===== src/rtl/serial_adder_pkg.sv =====
// Purpose: shared FSM state type and default operand width for the serial adder.
// Latency: n/a (types and constants only).
// Backpressure: n/a.
package serial_adder_pkg;

   localparam int WIDTH_DEFAULT = 8;

   typedef enum logic [1:0] {
      IDLE = 2'd0,
      RUN  = 2'd1,
      DONE = 2'd2
   } state_t;

endpackage : serial_adder_pkg


===== src/rtl/serial_adder_fa.sv =====
// Purpose: one-bit full adder used as the per-bit adder of the serial datapath.
// Latency: purely combinational, zero cycles.
// Backpressure: none; no state and no handshake.
module fullAdder (
   input  logic a,
   input  logic b,
   input  logic ci,
   output logic s,
   output logic co
);

   assign s  = a ^ b ^ ci;
   assign co = (a & b) | (ci & (a ^ b));

endmodule : fullAdder


===== src/rtl/serial_adder.sv =====
// Purpose: bit-serial unsigned adder, opA+opB+carryIn, one bit pair per cycle LSB first.
// Latency: outValid rises WIDTH cycles after the accepting edge; issue interval WIDTH+2 cycles.
// Backpressure: result held stable in DONE until outReady; inReady low outside IDLE.
module serial_adder
   import serial_adder_pkg::*;
#(
   parameter int WIDTH = WIDTH_DEFAULT
) (
   input  logic             clk,
   input  logic             rst_n,
   input  logic             inValid,
   output logic             inReady,
   input  logic [WIDTH-1:0] opA,
   input  logic [WIDTH-1:0] opB,
   input  logic             carryIn,
   output logic             outValid,
   input  logic             outReady,
   output logic [WIDTH-1:0] sum,
   output logic             carryOut
);

   // Counter needs at least one bit even for the narrowest legal width.
   localparam int CW = (WIDTH > 1) ? $clog2(WIDTH) : 1;
   localparam logic [CW-1:0] LAST_BIT = CW'(WIDTH - 1);

   state_t           state;
   state_t           next_state;
   logic             load;
   logic             step;

   logic [WIDTH-1:0] a_reg;
   logic [WIDTH-1:0] b_reg;
   logic [WIDTH-1:0] sum_reg;
   logic             carry_reg;
   logic [CW-1:0]    cnt;

   logic             fa_sum;
   logic             fa_carry;

   // The only arithmetic: LSBs of the shifting operands plus the running carry.
   fullAdder u_fa (
      .a  (a_reg[0]),
      .b  (b_reg[0]),
      .ci (carry_reg),
      .s  (fa_sum),
      .co (fa_carry)
   );

   // State register; reset forces IDLE immediately.
   always_ff @(posedge clk or negedge rst_n) begin
      if (!rst_n) begin
         state <= IDLE;
      end else begin
         state <= next_state;
      end
   end

   // Next-state decode plus handshake outputs and datapath controls.
   always_comb begin
      next_state = state;
      load       = 1'b0;
      step       = 1'b0;
      inReady    = 1'b0;
      outValid   = 1'b0;
      case (state)
         IDLE: begin
            inReady = 1'b1;
            if (inValid) begin
               load       = 1'b1;
               next_state = RUN;
            end
         end
         RUN: begin
            step = 1'b1;
            if (cnt == LAST_BIT) begin
               next_state = DONE;
            end
         end
         DONE: begin
            outValid = 1'b1;
            if (outReady) begin
               next_state = IDLE;
            end
         end
         default: begin
            next_state = IDLE;
         end
      endcase
   end

   // Datapath: load operands on accept, then shift one bit pair per RUN cycle.
   always_ff @(posedge clk or negedge rst_n) begin
      if (!rst_n) begin
         a_reg     <= '0;
         b_reg     <= '0;
         sum_reg   <= '0;
         carry_reg <= 1'b0;
         cnt       <= '0;
      end else if (load) begin
         a_reg     <= opA;
         b_reg     <= opB;
         carry_reg <= carryIn;
         cnt       <= '0;
      end else if (step) begin
         a_reg     <= a_reg >> 1;
         b_reg     <= b_reg >> 1;
         carry_reg <= fa_carry;
         // Sum bits enter at the MSB so the first (LSB) result ends up at bit 0.
         sum_reg   <= {fa_sum, sum_reg[WIDTH-1:1]};
         // Hold at the last index rather than wrapping when WIDTH is a power of two.
         if (cnt != LAST_BIT) begin
            cnt <= cnt + CW'(1);
         end
      end
   end

   // Outside RUN the carry register holds the final carry, so it doubles as carryOut.
   assign sum      = sum_reg;
   assign carryOut = carry_reg;

endmodule : serial_adder

===== config.mk =====
export PLATFORM = sky130hd
export DESIGN_NAME = serial_adder
export DESIGN_NICKNAME = d
export VERILOG_FILES = /design/src/rtl/serial_adder_pkg.sv /design/src/rtl/serial_adder_fa.sv /design/src/rtl/serial_adder.sv
export SDC_FILE = /design/constraint.sdc
export NUM_CORES = 1
export LEC_CHECK = 0
export ABC_AREA = 1
export CAP_MARGIN = 5
export CORE_UTILIZATION = 30
export DETAILED_ROUTE_END_ITERATION = 10
export GPL_TIMING_DRIVEN = 0
export PLACE_DENSITY_LB_ADDON = 0.2
export SLEW_MARGIN = 20
export SYNTH_ARGS = -nofsm -noshare
export SYNTH_HDL_FRONTEND = slang
export SYNTH_SLANG_ARGS = --single-unit

===== constraint.sdc =====
create_clock -name clk -period 1.7 [get_ports clk]
set_clock_uncertainty 0.1 [all_clocks]
set_input_delay 0.255 -clock clk [delete_from_list [all_inputs] [get_ports clk]]
set_output_delay 0.255 -clock clk [all_outputs]
set_load 0.02 [all_outputs]

Word-level counts from Yosys, hierarchy flattened
Cells that the tools add are included.
Word-level totals
  word-level logic and storage cells: 44
  output and inout port bits: 11
  bits of input ports: 21
  bits in registers: 30
Operators by class
  bitwise operators: 6
  reductions and logical operators: 6
  equality and inequality tests: 7
  add/subtract/negate cells: 1
  multiplexer cells: 18
Operators by type and width (count)
  $mux 8: 4
  $mux 3: 3
  $mux 1: 7
  $mux 2: 3
  $ne 2x2->1 const B: 3
  $pmux 2 s3: 1
  $reduce_and 2->1: 2
  $reduce_bool 2->1: 2
  $add 3x1->3 const B: 1
  $eq 3x3->1 const B: 1
  $ne 3x3->1 const B: 1
  $reduce_and 3->1: 1
  $and 1x1->1: 2
  $eq 2x1->1 const B: 1
  $eq 2x2->1 const B: 1
  $logic_not 2->1: 1
  $xor 1x1->1: 2
  $not 1->1: 1
  $or 1x1->1: 1

Depth between registers and ports, before layout
Gate-level depths: netlist (run 1).
  word-level depth: 5
  mapped depth: 7

By module
From an unflattened synthesis (run 1), not the netlist that was laid out.
Unflattened totals
  cell total of the unflattened synthesis: 151
  area, all modules: 1373.8 um^2
Modules (own cells, without submodules)
  serial_adder: area an instance 1353.8 um^2, sequential area each 750.7 um^2, cells an instance 150, times used 1
  fullAdder: area an instance 20.0 um^2, sequential area each 0.0 um^2, cells an instance 1, times used 1

Worst setup path after synthesis (run 1)
Ideal clock, no wire load.
  path kind: register to register
  start: reg cnt[0]
  end: reg cnt[0]
  clock period less this slack: 1.288 ns
  required time: 1.535 ns
  stages on the path, launching flop included: 8
  data arrival time: 1.123 ns
  path buffers: 0
  path slack: 0.412 ns
  cell sequence: dfrtp_1 -> ha_1 -> ha_1 -> inv_1 -> nand3_1 -> inv_1 -> nand2_1 -> nand2_1
On the way
  cells in the longest elaborated chain, start to end: 4
  elaborated cells between the ends (all ways): 7
  classes of those cells: add/sub (1); eq/ne (1); mux (3); reduce/logical (2)
RTL lines
  start, declared: RTL line serial_adder.sv:35  | logic [CW-1:0] cnt;
  start signal, assigned: RTL line serial_adder.sv:112  | cnt <= cnt + CW'(1);
  $add 3x1->3: RTL line serial_adder.sv:112
  $mux 3: RTL line serial_adder.sv:111  | if (cnt != LAST_BIT) begin
  $mux 3: RTL line serial_adder.sv:104  | end else if (step) begin
  $mux 3: RTL line serial_adder.sv:99  | end else if (load) begin
Parallel ways exist; a longest one is shown, timed or not. The select of a mux whose other input is x is not followed.
A chain may end at the register's enable or synchronous reset.

Worst setup path in the final report (run 1)
  start: reg carry_reg (netlist: carryOut)
  end: out carryOut
RTL lines
  start, declared: RTL line serial_adder.sv:34  | logic carry_reg;
  start signal, assigned: RTL line serial_adder.sv:102  | carry_reg <= carryIn;
  start signal, assigned: RTL line serial_adder.sv:107  | carry_reg <= fa_carry;
  end, declared: RTL line serial_adder.sv:19  | output logic carryOut
No word-level cell between the ends.

==> metrics.txt, run 1 <==
status=complete, but fails checks; failing checks=DRC; CP arrival=1.31 ns; Final WS setup=~0.036 ns; final WL=2820 microns; Post-DRT Antenna Nets=0; Chip Height=around 70 microns; Port Buffers=30; die area=0.00499 sq mm; Initial Util=0.318; WL per Instance=11.6 microns; H-tree depth=2; CTS clk-pin slew, worst paths=0.06 ns; kind of end point of the critical path=output pin; Placement Cell Area=roughly 0.0018 sq mm; Worst VDD drop=0.430 mV; crit path cell chain=clkdlybuf4s50_1; ys async rst share=1.00; Stages on worst setup path=1; worst slew pin tran=0.673 ns; sequential power share=0.358; Multi-input gate area=544 sq um; Comb pwr share=0.444; Core Rows=24; hold_ws=0.228 ns; clk_lat worst skew=between 0.2 and 0.3 ns; CTS Buf Count=5; synthesized flop and latch total=30; Layout Nets=between 200 and 250; R2R cell count=7; warnings from Yosys=0; Top Ports=32; Post-synth top flop=dfrtp_1; clock share of power=0.199; 1st-iter DRT viols=36; Worst R2R Setup Slack=0.27 ns; initial antenna violation count=0; first-pass GRT wire length=roughly 4800 microns; Vias=1,150; max incr delay on CP=roughly 0.63 ns; Leak Pwr=0.910 nW; Residual DRC=5; P per Cell Area=1770 mW/mm^2; proportion of layout cells with a drive suffix above 1=0.173; area growth from synthesis to layout=34.1%; Maximum Capacitance Violations=0; Core Box Area=0.00444 sq mm; Root Buffer=clkbuf_8; Synth top area share=0.531; Synth Net Count=175; critical path's top delay family=buffers and inverters; Worst Path Required=1.34 ns; Slew headroom=0.551; RSZ-0062 raised after global routing=false; DR vias/cell=~4.7; Max Fclk=601 MHz; slowest cell on the critical path=clkdlybuf4s50_1; fin crit period=1.66 ns; Clock Sinks=30; sequential cell area=751 sq um; switching power=1.27 mW; Tot GR Track Use=0.126; Pre-Repair DR Iteration Count=7; routability cong.=roughly 0.7; number of fill cells in the layout=about 440; largest net degree at the start of global routing=31; Worst Path Buf+Inv=1; reg-to-reg endpoint=cnt[0]; placed wire-length estimate=2010 microns; ANT cells=0; DP Worst Slack=-0.189 ns; post-route cell area=0.00189 sq mm; TritonCTS clock tree=done; worst setup path startpoint=carryOut; switching share of power=0.379; Mapped Avg Cell Area=9.36 sq um; register area share after synthesis=0.531; period utilization=0.979; crit-path max FO=3; max-slew violations=0; Synth top cells by count=nand2_1, nand3_1, dfrtp_1; Setup crit end=carryOut; count leader, synth=nand2_1; Post-synth EDFFs=0; mapped cell area=0.00141 sq mm; reg2reg start=cnt[0]; area leader, netlist=dfrtp_1; synth top area cells=dfrtp_1, nand3_1, nand2_1; post-synthesis cell count=151; crit path kind=reg2out; number of global-route vias before repair=between 1,000 and 1,500; Yosys cell types=17; Final Setup Violations=0; worst hold path class=in2reg; final hold violation count=0; grt ovf=0; Worst setup SP type=register; Cell Int Power=roughly 2.1 mW; Max clock buf depth=2; Die W=between 70 and 80 microns
-- through the flow --
stage                     cells  TNS, ns   util  total power, mW
after floorplan             151        0      -             2.23
after global placement      233    -7.15  0.400             2.66
after detailed placement    233   -0.189  0.399             2.71
after CTS                   243        0  0.428             3.40
after global routing        243        0  0.426             3.59
final                       243        0  0.426             3.34
-- how the worst min path moves through the flow --
| stage | from | endpoint | slack (ns) | cells after the start |
|---|---|---|---|---|
| after global placement | sum[0] | sum[0] | 0.36 | 2 |
| after global routing | inValid | a_reg[4] | 0.24 | 3 |
| final | inValid | a_reg[4] | 0.23 | 3 |
| after CTS | inValid | a_reg[6] | 0.22 | 3 |
| after floorplan | rst_n | a_reg[0] | -0.14 | 0 |
| after detailed placement | rst_n | sum[0] | 0.23 | 1 |
-- per-layer routing --
layer  part of all wire  GRT usage  vias to the layer above  routed length, microns
li1                   -          -                      571                       -
met1               0.45      0.148                      539                    1280
met2               0.47      0.204                       33                    1320
met3              0.054     0.0470                        7                     152
met4              0.023     0.0600                        0                      64
met5                  0          0                        -                       0
-- cells by family (layout without fill, tap and decap cells) --
group	after synthesis	count (layout)	synth area share
AND/OR/NAND/NOR	93	93	0.308
flip-flops	30	30	0.531
buffers and inverters	17	57	0.0833
AO/OA/AOI/OAI	8	8	0.0452
adder cells (fa/ha/maj)	3	3	0.0319
-- layout make-up --
| type | instances | share of cell area |
|---|---|---|
| plain buffers | 7 | 0.0396 |
| flip-flops and latches | 30 | 0.396 |
| multi-input cells | 104 | 0.287 |
| inverters | 10 | 0.0225 |
| repair buffers | 32 | 0.162 |
| clock buffers | 8 | 0.0581 |
| well taps | 52 | 0.0343 |
-- repair_timing --
item                       4_1_cts  5_1_grt
setup endpoints to repair        2        1
hold buffers                     1        0
buffers inserted                 1        0
hold endpoints to repair        30        0
gates resized for setup          4        1
pin swaps                        1        0
-- power by group through the flow --
| stage | registers, mW | clock network [mW] | logic, mW |
|---|---|---|---|
| floorplan | 1.29 | 0 | 0.941 |
| global placement | 1.20 | 0 | 1.46 |
| detailed placement | 1.21 | 0 | 1.50 |
| CTS | 1.20 | 0.684 | 1.51 |
| global route | 1.23 | 0.712 | 1.65 |
| finish | 1.20 | 0.665 | 1.48 |
-- cell usage in the layout (no fill, tap or decap), types with 2 or more instances in the layout --
master | synthesis | layout
buf_2 | 0 | 2
buf_4 | 1 | 2
buf_6 | 6 | 6
clkbuf_8 | 0 | 8
clkdlybuf4s50_1 | 0 | 27
dfrtp_1 | 30 | 30
ha_1 | 2 | 2
inv_1 | 8 | 8
nand2_1 | 48 | 48
nand2_2 | 7 | 7
nand3_1 | 36 | 36
o21ai_0 | 3 | 3
o21ai_2 | 3 | 3
(Power assumes the default switching activity.)
==> run 2, diff against run 1 <==
CTS_CLUSTER_DIAMETER = 60   (was not set)
==> results of run 2 <==
Same layout as run 1: the final DEF is identical, and so are final timing and power.
